### config.mk
export PLATFORM = sky130hd
export DESIGN_NAME = ex_operand_fwd_mux_flat
export DESIGN_NICKNAME = d
export VERILOG_FILES = /design/src/rtl/fwd_pkg.sv /design/src/rtl/ex_operand_fwd_mux_if.sv /design/src/rtl/fwd_select.sv /design/src/rtl/ex_operand_fwd_mux.sv /design/src/flat_wrapper.sv
export SDC_FILE = /design/constraint.sdc
export NUM_CORES = 1
export LEC_CHECK = 0
export BUFFER_PORTS_ARGS = -buffer_cell sky130_fd_sc_hd__buf_4
export CORE_MARGIN = 2
export CORE_UTILIZATION = 44
export DETAILED_ROUTE_END_ITERATION = 8
export PLACE_DENSITY = 0.77
export SYNTH_ARGS = -nofsm -noshare
export SYNTH_HDL_FRONTEND = slang
export SYNTH_SLANG_ARGS = --single-unit
### constraint.sdc
create_clock -name clk -period 1.3 [get_ports clk]
set_input_delay 0.26 -clock clk [delete_from_list [all_inputs] [get_ports clk]]
set_output_delay 0.26 -clock clk [all_outputs]
set_load 0.01 [all_outputs]
### src/rtl/fwd_pkg.sv
// Shared types for EX-stage operand forwarding: forwarding-source encoding and the x0 address.
package fwd_pkg;

    typedef enum logic [1:0] {
        FWD_RF    = 2'b00,
        FWD_MEMWB = 2'b01,
        FWD_EXMEM = 2'b10
    } fwd_sel_t;

    localparam int REG_ZERO = 0;

endpackage

### src/rtl/ex_operand_fwd_mux_if.sv
// ID/EX operand bundle: ID-stage fields, producer-stage write-back fields, pipeline controls and the registered EX outputs.
interface ex_operand_fwd_mux_if #(
    parameter int DATA_WIDTH     = 32,
    parameter int REG_ADDR_WIDTH = 5
) ();
    import fwd_pkg::*;

    logic                      stall;
    logic                      flush;

    logic                      id_valid;
    logic [REG_ADDR_WIDTH-1:0] id_rs1_addr;
    logic [REG_ADDR_WIDTH-1:0] id_rs2_addr;
    logic [DATA_WIDTH-1:0]     id_rs1_data;
    logic [DATA_WIDTH-1:0]     id_rs2_data;
    logic [DATA_WIDTH-1:0]     id_pc;
    logic [DATA_WIDTH-1:0]     id_imm;
    logic                      id_alu_src_a;
    logic                      id_alu_src_b;

    logic                      exmem_valid;
    logic                      exmem_reg_write;
    logic [REG_ADDR_WIDTH-1:0] exmem_rd_addr;
    logic [DATA_WIDTH-1:0]     exmem_result;

    logic                      memwb_valid;
    logic                      memwb_reg_write;
    logic [REG_ADDR_WIDTH-1:0] memwb_rd_addr;
    logic [DATA_WIDTH-1:0]     memwb_result;

    logic                      ex_valid;
    logic [DATA_WIDTH-1:0]     ex_op_a;
    logic [DATA_WIDTH-1:0]     ex_op_b;
    logic [DATA_WIDTH-1:0]     ex_store_data;
    fwd_sel_t                  ex_fwd_a_sel;
    fwd_sel_t                  ex_fwd_b_sel;

    modport master (
        output stall, flush,
        output id_valid, id_rs1_addr, id_rs2_addr, id_rs1_data, id_rs2_data,
        output id_pc, id_imm, id_alu_src_a, id_alu_src_b,
        output exmem_valid, exmem_reg_write, exmem_rd_addr, exmem_result,
        output memwb_valid, memwb_reg_write, memwb_rd_addr, memwb_result,
        input  ex_valid, ex_op_a, ex_op_b, ex_store_data, ex_fwd_a_sel, ex_fwd_b_sel
    );

    modport slave (
        input  stall, flush,
        input  id_valid, id_rs1_addr, id_rs2_addr, id_rs1_data, id_rs2_data,
        input  id_pc, id_imm, id_alu_src_a, id_alu_src_b,
        input  exmem_valid, exmem_reg_write, exmem_rd_addr, exmem_result,
        input  memwb_valid, memwb_reg_write, memwb_rd_addr, memwb_result,
        output ex_valid, ex_op_a, ex_op_b, ex_store_data, ex_fwd_a_sel, ex_fwd_b_sel
    );

endinterface

### src/rtl/fwd_select.sv
// Per-operand RAW hazard resolver: picks EX/MEM, MEM/WB or regfile data for one source register.
// Purely combinational (0 cycles); no flow control of its own.
module fwd_select
    import fwd_pkg::*;
#(
    parameter int DATA_WIDTH     = 32,
    parameter int REG_ADDR_WIDTH = 5
) (
    input  logic [REG_ADDR_WIDTH-1:0] src_addr,
    input  logic [DATA_WIDTH-1:0]     rf_data,
    input  logic                      exmem_valid,
    input  logic                      exmem_reg_write,
    input  logic [REG_ADDR_WIDTH-1:0] exmem_rd_addr,
    input  logic [DATA_WIDTH-1:0]     exmem_result,
    input  logic                      memwb_valid,
    input  logic                      memwb_reg_write,
    input  logic [REG_ADDR_WIDTH-1:0] memwb_rd_addr,
    input  logic [DATA_WIDTH-1:0]     memwb_result,
    output fwd_sel_t                  sel,
    output logic [DATA_WIDTH-1:0]     fwd_data
);

    logic src_nonzero;
    logic exmem_hit;
    logic memwb_hit;

    // x0 is hardwired to zero, so a "write" to it must never be forwarded.
    assign src_nonzero = (src_addr != REG_ADDR_WIDTH'(REG_ZERO));
    assign exmem_hit   = exmem_valid && exmem_reg_write && (exmem_rd_addr == src_addr) && src_nonzero;
    assign memwb_hit   = memwb_valid && memwb_reg_write && (memwb_rd_addr == src_addr) && src_nonzero;

    // EX/MEM is checked first: it holds the youngest producer of the register.
    always_comb begin
        sel      = FWD_RF;
        fwd_data = rf_data;
        if (exmem_hit) begin
            sel      = FWD_EXMEM;
            fwd_data = exmem_result;
        end else if (memwb_hit) begin
            sel      = FWD_MEMWB;
            fwd_data = memwb_result;
        end
    end

endmodule

### src/rtl/ex_operand_fwd_mux.sv
// EX-stage operand register: forwards rs1/rs2, applies PC/immediate alternates, registers operands for the ALU.
// Latency 1 cycle; stall holds every output, flush (dominant) loads a bubble; no combinational in-to-out path.
module ex_operand_fwd_mux
    import fwd_pkg::*;
#(
    parameter int DATA_WIDTH     = 32,
    parameter int REG_ADDR_WIDTH = 5
) (
    input  logic                 clk,
    input  logic                 reset_n,
    ex_operand_fwd_mux_if.slave  bus
);

    typedef struct packed {
        logic                  valid;
        logic [DATA_WIDTH-1:0] op_a;
        logic [DATA_WIDTH-1:0] op_b;
        logic [DATA_WIDTH-1:0] store_data;
        fwd_sel_t              sel_a;
        fwd_sel_t              sel_b;
    } ex_reg_t;

    fwd_sel_t              rs1_sel;
    fwd_sel_t              rs2_sel;
    logic [DATA_WIDTH-1:0] fwd_rs1;
    logic [DATA_WIDTH-1:0] fwd_rs2;

    ex_reg_t ex_d;
    ex_reg_t ex_q;

    fwd_select #(
        .DATA_WIDTH     (DATA_WIDTH),
        .REG_ADDR_WIDTH (REG_ADDR_WIDTH)
    ) u_fwd_rs1 (
        .src_addr        (bus.id_rs1_addr),
        .rf_data         (bus.id_rs1_data),
        .exmem_valid     (bus.exmem_valid),
        .exmem_reg_write (bus.exmem_reg_write),
        .exmem_rd_addr   (bus.exmem_rd_addr),
        .exmem_result    (bus.exmem_result),
        .memwb_valid     (bus.memwb_valid),
        .memwb_reg_write (bus.memwb_reg_write),
        .memwb_rd_addr   (bus.memwb_rd_addr),
        .memwb_result    (bus.memwb_result),
        .sel             (rs1_sel),
        .fwd_data        (fwd_rs1)
    );

    fwd_select #(
        .DATA_WIDTH     (DATA_WIDTH),
        .REG_ADDR_WIDTH (REG_ADDR_WIDTH)
    ) u_fwd_rs2 (
        .src_addr        (bus.id_rs2_addr),
        .rf_data         (bus.id_rs2_data),
        .exmem_valid     (bus.exmem_valid),
        .exmem_reg_write (bus.exmem_reg_write),
        .exmem_rd_addr   (bus.exmem_rd_addr),
        .exmem_result    (bus.exmem_result),
        .memwb_valid     (bus.memwb_valid),
        .memwb_reg_write (bus.memwb_reg_write),
        .memwb_rd_addr   (bus.memwb_rd_addr),
        .memwb_result    (bus.memwb_result),
        .sel             (rs2_sel),
        .fwd_data        (fwd_rs2)
    );

    // Store data always takes forwarded rs2 even when operand B is the immediate.
    always_comb begin
        ex_d            = '0;
        ex_d.valid      = bus.id_valid;
        ex_d.op_a       = bus.id_alu_src_a ? bus.id_pc  : fwd_rs1;
        ex_d.op_b       = bus.id_alu_src_b ? bus.id_imm : fwd_rs2;
        ex_d.store_data = fwd_rs2;
        ex_d.sel_a      = rs1_sel;
        ex_d.sel_b      = rs2_sel;
    end

    always_ff @(posedge clk or negedge reset_n) begin
        if (!reset_n) begin
            ex_q <= '0;
        end else if (bus.flush) begin
            ex_q <= '0;
        end else if (!bus.stall) begin
            ex_q <= ex_d;
        end
    end

    assign bus.ex_valid      = ex_q.valid;
    assign bus.ex_op_a       = ex_q.op_a;
    assign bus.ex_op_b       = ex_q.op_b;
    assign bus.ex_store_data = ex_q.store_data;
    assign bus.ex_fwd_a_sel  = ex_q.sel_a;
    assign bus.ex_fwd_b_sel  = ex_q.sel_b;

endmodule

### src/flat_wrapper.sv
// flat-port wrapper written by rule: the top's interface ports become plain ports
module ex_operand_fwd_mux_flat import fwd_pkg::*;
#(
    parameter int DATA_WIDTH     = 32,
    parameter int REG_ADDR_WIDTH = 5
)
  (clk, reset_n, bus_stall, bus_flush, bus_id_valid, bus_id_rs1_addr, bus_id_rs2_addr, bus_id_rs1_data, bus_id_rs2_data, bus_id_pc, bus_id_imm, bus_id_alu_src_a, bus_id_alu_src_b, bus_exmem_valid, bus_exmem_reg_write, bus_exmem_rd_addr, bus_exmem_result, bus_memwb_valid, bus_memwb_reg_write, bus_memwb_rd_addr, bus_memwb_result, bus_ex_valid, bus_ex_op_a, bus_ex_op_b, bus_ex_store_data, bus_ex_fwd_a_sel, bus_ex_fwd_b_sel);
  ex_operand_fwd_mux_if #(.DATA_WIDTH(DATA_WIDTH), .REG_ADDR_WIDTH(REG_ADDR_WIDTH)) bus_i ();
  input  logic clk;
  input  logic reset_n;
  input wire logic [$bits(bus_i.stall)-1:0] bus_stall;
  input wire logic [$bits(bus_i.flush)-1:0] bus_flush;
  input wire logic [$bits(bus_i.id_valid)-1:0] bus_id_valid;
  input wire logic [$bits(bus_i.id_rs1_addr)-1:0] bus_id_rs1_addr;
  input wire logic [$bits(bus_i.id_rs2_addr)-1:0] bus_id_rs2_addr;
  input wire logic [$bits(bus_i.id_rs1_data)-1:0] bus_id_rs1_data;
  input wire logic [$bits(bus_i.id_rs2_data)-1:0] bus_id_rs2_data;
  input wire logic [$bits(bus_i.id_pc)-1:0] bus_id_pc;
  input wire logic [$bits(bus_i.id_imm)-1:0] bus_id_imm;
  input wire logic [$bits(bus_i.id_alu_src_a)-1:0] bus_id_alu_src_a;
  input wire logic [$bits(bus_i.id_alu_src_b)-1:0] bus_id_alu_src_b;
  input wire logic [$bits(bus_i.exmem_valid)-1:0] bus_exmem_valid;
  input wire logic [$bits(bus_i.exmem_reg_write)-1:0] bus_exmem_reg_write;
  input wire logic [$bits(bus_i.exmem_rd_addr)-1:0] bus_exmem_rd_addr;
  input wire logic [$bits(bus_i.exmem_result)-1:0] bus_exmem_result;
  input wire logic [$bits(bus_i.memwb_valid)-1:0] bus_memwb_valid;
  input wire logic [$bits(bus_i.memwb_reg_write)-1:0] bus_memwb_reg_write;
  input wire logic [$bits(bus_i.memwb_rd_addr)-1:0] bus_memwb_rd_addr;
  input wire logic [$bits(bus_i.memwb_result)-1:0] bus_memwb_result;
  output wire logic [$bits(bus_i.ex_valid)-1:0] bus_ex_valid;
  output wire logic [$bits(bus_i.ex_op_a)-1:0] bus_ex_op_a;
  output wire logic [$bits(bus_i.ex_op_b)-1:0] bus_ex_op_b;
  output wire logic [$bits(bus_i.ex_store_data)-1:0] bus_ex_store_data;
  output wire logic [$bits(bus_i.ex_fwd_a_sel)-1:0] bus_ex_fwd_a_sel;
  output wire logic [$bits(bus_i.ex_fwd_b_sel)-1:0] bus_ex_fwd_b_sel;
  assign bus_i.stall = bus_stall;
  assign bus_i.flush = bus_flush;
  assign bus_i.id_valid = bus_id_valid;
  assign bus_i.id_rs1_addr = bus_id_rs1_addr;
  assign bus_i.id_rs2_addr = bus_id_rs2_addr;
  assign bus_i.id_rs1_data = bus_id_rs1_data;
  assign bus_i.id_rs2_data = bus_id_rs2_data;
  assign bus_i.id_pc = bus_id_pc;
  assign bus_i.id_imm = bus_id_imm;
  assign bus_i.id_alu_src_a = bus_id_alu_src_a;
  assign bus_i.id_alu_src_b = bus_id_alu_src_b;
  assign bus_i.exmem_valid = bus_exmem_valid;
  assign bus_i.exmem_reg_write = bus_exmem_reg_write;
  assign bus_i.exmem_rd_addr = bus_exmem_rd_addr;
  assign bus_i.exmem_result = bus_exmem_result;
  assign bus_i.memwb_valid = bus_memwb_valid;
  assign bus_i.memwb_reg_write = bus_memwb_reg_write;
  assign bus_i.memwb_rd_addr = bus_memwb_rd_addr;
  assign bus_i.memwb_result = bus_memwb_result;
  assign bus_ex_valid = bus_i.ex_valid;
  assign bus_ex_op_a = bus_i.ex_op_a;
  assign bus_ex_op_b = bus_i.ex_op_b;
  assign bus_ex_store_data = bus_i.ex_store_data;
  assign bus_ex_fwd_a_sel = bus_i.ex_fwd_a_sel;
  assign bus_ex_fwd_b_sel = bus_i.ex_fwd_b_sel;
  ex_operand_fwd_mux #(.DATA_WIDTH(DATA_WIDTH), .REG_ADDR_WIDTH(REG_ADDR_WIDTH)) u_core (.clk(clk), .reset_n(reset_n), .bus(bus_i));
endmodule
==> results.md, run 1 <==
* Status: complete, but fails checks
* Failing checks: setup timing
* Clock sinks at around 100
* Max Cap Viol at 0
* Clock transition at path regs at approximately 80 ps
* Crit path buffers/inverters at 4
* Met3 Track Usage GR at roughly 8.5%
* Setup WS pre-CTS at -1000 ps
* R2R Setup Slk at between 300 and 400 ps
* Cell mode on critical path: buf_12
* Main synth FF type: dfrtp_1
* Min-Delay Path Depth at 3
* Layout cell share with drive strength beyond 1 at between 50 and 60%
* Post-synthesis sequential area ratio at a little under two fifths
* Vias per std cell at between 6 and 7
* Critical path's slowest cell: or4_4
* Static Leak at ~5.6 nW
* Endpoint, Worst Hold: u_core.bus.ex_valid$_DFFE_PN0P_
* Number of detailed-route iterations in the first pass at 6
* Max incr delay on CP at between 500 and 600 ps
* Cells along the critical path: buf_4, or4_4, nor2_4, nor4_4, buf_6, buf_12, buf_12, a221o_1, a221oi_2
* Final HPWL DP at roughly 21 mm
* IO Port Bufs at roughly 320
* Slew HR at 67.4%
* EDFF count, synth at 0
* Cell area after synthesis at between 6000 and 7000 sq um
* Total Wirelength at approximately 33 mm
* Critical Path Source Type: input port
* Syn_area_per_cell at approximately 8.3 sq um
* Gpl congestion at approximately 0.94
* Top cell type's share of synthesized area at roughly two fifths
* CTS tree: done
* Fin worst setup slack at -648 ps
* Final core occ at a little over four fifths
* Antenna violations before repair at 0
* Overall Power at 9.83 mW
* Max IR drop VDD at approximately 690 uV
* Critical path type: in2reg
* GRT overflow at 0
* Minimum clock period at slightly below 2000 ps
* Hold Violations, Final at 0
* Peak Freq at 0.513 GHz
* Layout Nets at approximately 1.4k
* Grt met1 use at 49.4%
* Total CTS buffers at 9
* Cells after Synth at ~800
* Period utilisation layout at 150%
* Min-delay worst type: in2reg
* Clk_lat worst skew at ~360 ps
* FF+latch count, synth at around 100
* IO Pins at approximately 320
* Starting Density at between 40% and 50%
* Chip Width at ~130 um
* Residual DRC count at 0
* CORE AREA at 14600 sq um
* Asr flop ratio synth at between 90% and 100%
* Post-synth cell types at 40
* Busiest grt layer: met2
* Gate power share at between 20% and 30%
* Pins over their slew limit at 0
* Worst Clk Skew at 0 ps
* Crit Path Max Fanout at 13
* WL per Instance at 24.2 um
* Crit Reg-Reg Endpoint: u_core.bus.ex_op_a[0]$_DFFE_PN0P_
* GR Layer Usage met2 at 56.6%
* H-Tree Depth at 3
* Family with the most delay on the worst path: simple AND/OR/NAND/NOR gates
* Setup TNS at -50220 ps
* Hold wc startpoint: bus_id_valid
* Worst-Margin Slew at around 500 ps
* CP endpoint kind: register
* First-pass GRT wire length at about 45 mm
* Clock buffer depth at 2
* Vias in the first global route at 7864
* Iter 0 DRT Violations at ~1.1k
* Area leader, netlist: dfrtp_1
* Flop pwr share at a little over a third
* FF-to-FF Start: u_core.bus.ex_op_a[0]$_DFFE_PN0P_
* Endpoints failing setup at 100
* Largest net degree at the start of global routing at 52
* Switching power at 2.90 mW
* WP data arrival at around 2200 ps
* Row count at 44
* Synth-to-layout area growth at 86.2%
* Internal at approximately 7 mW
* Tot GR Track Use at 36.5%
* Clock share of power at 34.7%
* Dominant cells by area after synthesis: dfrtp_1 38%, a21oi_1 9.5%, nand2_1 8.4%
* Via count at roughly 8.6k
* Switching share of power at between 20% and 30%
* Die area at approximately 16000 sq um
* Worst r2r path cells at 2
* Clock Root Buffer: clkbuf_16
* Chip Height at 127 um
* Post-DRT Antenna Nets at 0
* WP data required at roughly 1600 ps
* YS warnings at 0
* Post-synth net total at 1021
* Pwr per Cell Area at about 800 nW/um^2
* RSZ-0062 raised after global routing: yes
==> worst max path at each step <==
stage                       startpoint                                  to  slack (ps)  cells past startpoint
floorplan           bus_id_rs2_addr[1]  u_core.bus.ex_op_b[20]$_DFFE_PN0P_        -680                      7
global placement    bus_id_rs2_addr[1]  u_core.bus.ex_op_b[26]$_DFFE_PN0P_        -920                      8
detailed placement  bus_id_rs2_addr[1]  u_core.bus.ex_op_b[26]$_DFFE_PN0P_       -1000                      8
CTS                 bus_id_rs2_addr[1]  u_core.bus.ex_op_b[26]$_DFFE_PN0P_        -580                      8
global route        bus_id_rs2_addr[1]   u_core.bus.ex_op_b[6]$_DFFE_PN0P_        -690                     11
finish              bus_id_rs2_addr[2]  u_core.bus.ex_op_b[26]$_DFFE_PN0P_        -650                      9
==> synth_stat cells, types with 10 or more instances <==
| cell type | count |
|---|---|
| nand2_1 | 149 |
| a21oi_1 | 126 |
| dfrtp_1 | 101 |
| inv_1 | 60 |
| clkbuf_1 | 59 |
| nor2_1 | 39 |
| a221o_1 | 31 |
| a221oi_2 | 28 |
| a211o_1 | 24 |
| o221ai_1 | 21 |
| nor2b_1 | 17 |
| a221oi_1 | 16 |
| and3_1 | 15 |
| buf_2 | 15 |
| o22ai_1 | 15 |
| xnor2_1 | 14 |
| a311o_1 | 12 |
| or3_1 | 10 |
==> routing by layer <==
metal | vias up | part of all wire (%) | wire, um
met5 | - | 0 | 0
met4 | 0 | 4.7 | 1570
met3 | 138 | 11 | 3740
met2 | 678 | 46 | 15400
met1 | 4095 | 38 | 12600
li1 | 3690 | - | -
==> metrics by stage <==
stage / hold slack [ps] / area [sq um] / cells
finish: 145 / 12300 / 1375
global route: 178 / 12300 / 1373
CTS: 158 / 11200 / 1351
detailed placement: 84.7 / 10000 / 1305
global placement: 86.1 / 10000 / 1305
floorplan: -35.6 / 6950 / 798
==> registers in the layout, summed over array words and instances (netlist names) <==
name                      count
u_core.bus.ex_op_a           32
u_core.bus.ex_op_b           32
u_core.bus.ex_store_data     32
u_core.bus.ex_fwd_a_sel       2
u_core.bus.ex_fwd_b_sel       2
u_core.bus.ex_valid           1
==> cell usage in the layout (no fill, tap or decap), types with 8 or more instances in the layout <==
| cell | count |
|---|---|
| a311o_1 | 12 |
| a221oi_2 | 44 |
| a21oi_2 | 31 |
| buf_8 | 10 |
| or4_4 | 8 |
| a211o_1 | 24 |
| a221o_1 | 31 |
| buf_12 | 35 |
| nand2_2 | 32 |
| dfrtp_1 | 101 |
| nor2_1 | 37 |
| and3_4 | 11 |
| inv_1 | 60 |
| nand2_1 | 98 |
| buf_6 | 30 |
| nor2b_1 | 10 |
| o221ai_2 | 11 |
| o221ai_1 | 10 |
| a21oi_1 | 76 |
| o22ai_2 | 11 |
| clkbuf_16 | 16 |
| nand2_4 | 19 |
| buf_4 | 357 |
| a21oi_4 | 19 |
==> power by group through the flow <==
stage	clock, mW	sequential (mW)	combinational (mW)
after global placement	0	3.53	2.42
final	3.41	3.49	2.93
after floorplan	0	3.61	0.915
after CTS	3.39	3.48	2.59
after global routing	3.51	3.50	3.08
after detailed placement	0	3.53	2.44
==> cell type report <==
cell class	instances	area (sq um)
Antenna cell	2	5.00
Clock buffer	11	243
Clock inverter	4	120
Fill cell	787	2310
Inverter	62	233
Multi-Input combinational cell	563	4700
Sequential cell	101	2530
Tap cell	184	230
Timing Repair Buffer	448	4280
==> timing repair <==
action	4_1_cts	5_1_grt
pin swaps	42	132
hold buffers	1	0
hold endpoints to repair	101	0
gates cloned	17	9
endpoints found under the setup margin	100	100
setup buffers	13	17
resized for setup	84	199
==> worst min-delay path, cell delays in order <==
cell     delay [ps]
buf_4            80
mux2i_1          50
nor2_1           80
==> kinds of logic (layout without fill, tap and decap cells) <==
logic type      Yosys count  count (layout)  synth area share, %
mux                       2               2                0.302
other cells               0               2                    0
simple gates            244             249                 16.7
xor+xnor                 18              18                 2.38
buf+inv                 139             525                 8.22
flops                   101             101                 38.1
compound gates          294             294                 34.3
Power figures use the tool's default switching activity.
==> run 2: changes to the inputs <==
Settings changed: ABC_AREA from default to 1, PLACE_DENSITY 0.77 to 0.75.
==> run 2 against run 1 <==
  * The flow now finishes without violations
  * Sequential power barely moved
  * Non-clock buffer count down 70
  * Via count rose by 3.5%
  * Clock power down 13%
  * Sequential cell count unchanged
  * Largest cell class unchanged
==> results.md, run 2 <==
* DP Area at 10300 sq um
* WP data required at 1550 ps
* Sequential Area at about 2500 sq um
* Antenna violations before repair at 0
* FF+latch count, synth at 101
* Layout Nets at roughly 1.7k
* Post-synth net total at around 1.4k
* YS warnings at 0
* Clock Root Buffer: clkbuf_16
* Max IR drop VDD at 748 uV
* First-pass GRT wire length at between 40 and 50 mm
* Syn_area_per_cell at approximately 6.2 sq um
* Most frequent cell after synthesis: nand2_1
* Chip Width at 134 um
* Vias per std cell at roughly 5
* Critical path type: in2reg
* Worst r2r path cells at 1
* Area taken by multi-input logic gates at slightly above 4000 sq um
* Crit Reg-Reg Endpoint: u_core.bus.ex_valid$_DFFE_PN0P_
* IO Pins at about 320
* Post-DRT Antenna Nets at 0
* Final Instance Area at around 11000 sq um
* Final HPWL DP at roughly 23 mm
* Vias in the first global route at around 8.4k
* Pwr per Cell Area at ~800 nW/um^2
* Tot GR Track Use at between 30% and 40%
* IO Port Bufs at 323
* Number of detailed-route iterations in the first pass at 6
* Clock sinks at a little over 100
* Dominant cells by area after synthesis: dfrtp_1 34%, nand2_1 27%, nand3_1 12%
* Setup WS pre-CTS at -492 ps
* RSZ-0062 raised after global routing: yes
* Setup TNS at 0 ps
* Hold Violations, Final at 0
* Static Leak at around 6.6 nW
* Total Wirelength at between 30 and 40 mm
* FF-to-FF Start: u_core.bus.ex_valid$_DFFE_PN0P_
* Crit path capture: u_core.bus.ex_op_b[28]$_DFFE_PN0P_
* DP Cell Count at approximately 1.7k
* Status: finished, final reports clean
* Clk_lat worst skew at 360 ps
* Synth-to-layout area growth at 48.2%
* Pins over their slew limit at 0
* Cell area after synthesis at between 7000 and 8000 sq um
* CORE AREA at 16500 sq um
* Clock buffer depth at 2
* Cells after Synth at roughly 1.2k
* WP data arrival at approximately 1500 ps
* R2R Setup Slk at roughly 620 ps
* Fin worst setup slack at about 24 ps
* Main synth FF type: dfrtp_1
* Commonest non-fill, non-tap cells in the layout: 518 x nand2_1, 343 x buf_4, 151 x nand3_1, 136 x inv_1, 105 x nor2_1
* CP endpoint kind: register
* Gpl congestion at approximately 0.9
* Die area at approximately 18000 sq um
* Post-synthesis sequential area ratio at about a third
* WL per Instance at approximately 17 um
* Hold Slack at roughly 130 ps
* Slew HR at about three quarters
* Crit Path Max Fanout at 8
* Synth top cells by count: 527 x nand2_1, 179 x nand3_1, 136 x inv_1, 110 x nor2_1, 101 x dfrtp_1
* Area leader, netlist: dfrtp_1
* Chip Height at ~130 um
* Launch point of the critical path: bus_id_rs2_addr[4]
* Endpoints failing setup at 0
* Post-synth cell types at 32
* Layout cell share with drive strength beyond 1 at about a third
* Asr flop ratio synth at between 90% and 100%
* Peak Freq at 0.784 GHz
* Fillers at 1496
* Via count at roughly 8.9k
* Worst-Margin Slew at a little under 400 ps
* GRT overflow at 0
* Worst Clk Skew at 0 ps
* Residual DRC count at 0
* Min-delay worst type: in2reg
* Iter 0 DRT Violations at just over 700
* Top cell type's share of synthesized area at between 30% and 40%
* Most common cell after layout, fill and taps aside: nand2_1
* Largest net degree at the start of global routing at 77
* Minimum clock period at 1280 ps
* Finished Layout Cells at about 1.7k
* CTS tree: done
* EDFF count, synth at 0
* Starting Density at 45.0%
* Total CTS buffers at 9
* Critical Path Source Type: input port
* Max Cap Viol at 0
* Period utilisation layout at slightly below 100%
* H-Tree Depth at 3
* Clock transition at path regs at 70 ps
* Ant diodes at 0
* Row count at between 40 and 50
## run 2: cell count changes in the layout (fill, tap and decap cells not counted), sizes merged, moves of 24 or more
| cell | previous run | this run |
|---|---|---|
| nand2 | 150 | 530 |
| a221o | 31 | 0 |
| a211o | 24 | 0 |
| nor2 | 40 | 119 |
| nand3 | 1 | 210 |
| a21oi | 126 | 1 |
| buf | 439 | 372 |
| inv | 62 | 149 |
| a221oi | 44 | 0 |
## run 2: worst max-delay path, stage by stage
cell and delay [ps]:
buf_4 130, inv_4 70, nand3_4 90, nor2_4 170
nor2_4 50, buf_12 140, nand2_8 90, buf_12 130
nand2_1 50, nand3_1 120, nand3_2 90, nand2_1 70
nand2_1 50
## run 2: where the power goes
group	internal [mW]	switching (mW)	total (mW)	leakage (nW)
Clock	1.59	1.38	2.97	0.157
Sequential	3.34	0.130	3.47	1.34
Combinational	1.20	1.35	2.54	5.07
## run 2: worst min-delay path by stage
stage,cells past startpoint,to,startpoint,slack [ps]
after floorplan,0,u_core.bus.ex_fwd_a_sel[0]$_DFFE_PN0P_,reset_n,-40
after detailed placement,1,u_core.bus.ex_op_b[22]$_DFFE_PN0P_,reset_n,180
after global routing,2,u_core.bus.ex_valid$_DFFE_PN0P_,bus_id_valid,130
after global placement,1,u_core.bus.ex_op_b[22]$_DFFE_PN0P_,reset_n,180
after CTS,2,u_core.bus.ex_valid$_DFFE_PN0P_,bus_id_valid,120
final,2,u_core.bus.ex_valid$_DFFE_PN0P_,bus_id_valid,130
## run 2: area by class of cell
cell class / instances / area share, %
inverters: 146 / 5.07
flip-flops and latches: 101 / 22.9
clock inverters: 6 / 0.682
multi-input cells: 880 / 37.4
repair buffers: 378 / 29.2
clock buffers: 10 / 2.17
well taps: 220 / 2.50
## run 2: cell families after synthesis
logic type             share of synthesized area (%)
flip-flops                                      34.0
buffers and inverters                           13.9
AO/OA/AOI/OAI                                  0.539
XOR/XNOR                                        1.06
AND/OR/NAND/NOR                                 50.5
## run 2: metrics by stage
| stage | power [mW] | utilization [%] |
|---|---|---|
| floorplan | 4.53 | - |
| global placement | 5.91 | 62.1 |
| detailed placement | 5.93 | 62.1 |
| CTS | 8.87 | 64.0 |
| global route | 9.37 | 66.7 |
| finish | 8.97 | 66.7 |
## run 2: layer usage
layer / wire length, um / share of wire, % / track usage (%)
met1: 11500 / 38 / 39.3
met2: 14900 / 49 / 56.6
met3: 2980 / 9.8 / 6.12
met4: 1070 / 3.5 / 12.6
met5: 0 / 0 / 0
## run 2: timing repair
item	in CTS	in global routing
setup buffers	0	3
resized for setup	1	62
cloned	0	6
hold buffers	1	0
pin swaps	0	13
endpoints found under the hold margin	17	0
setup endpoints to repair	12	91
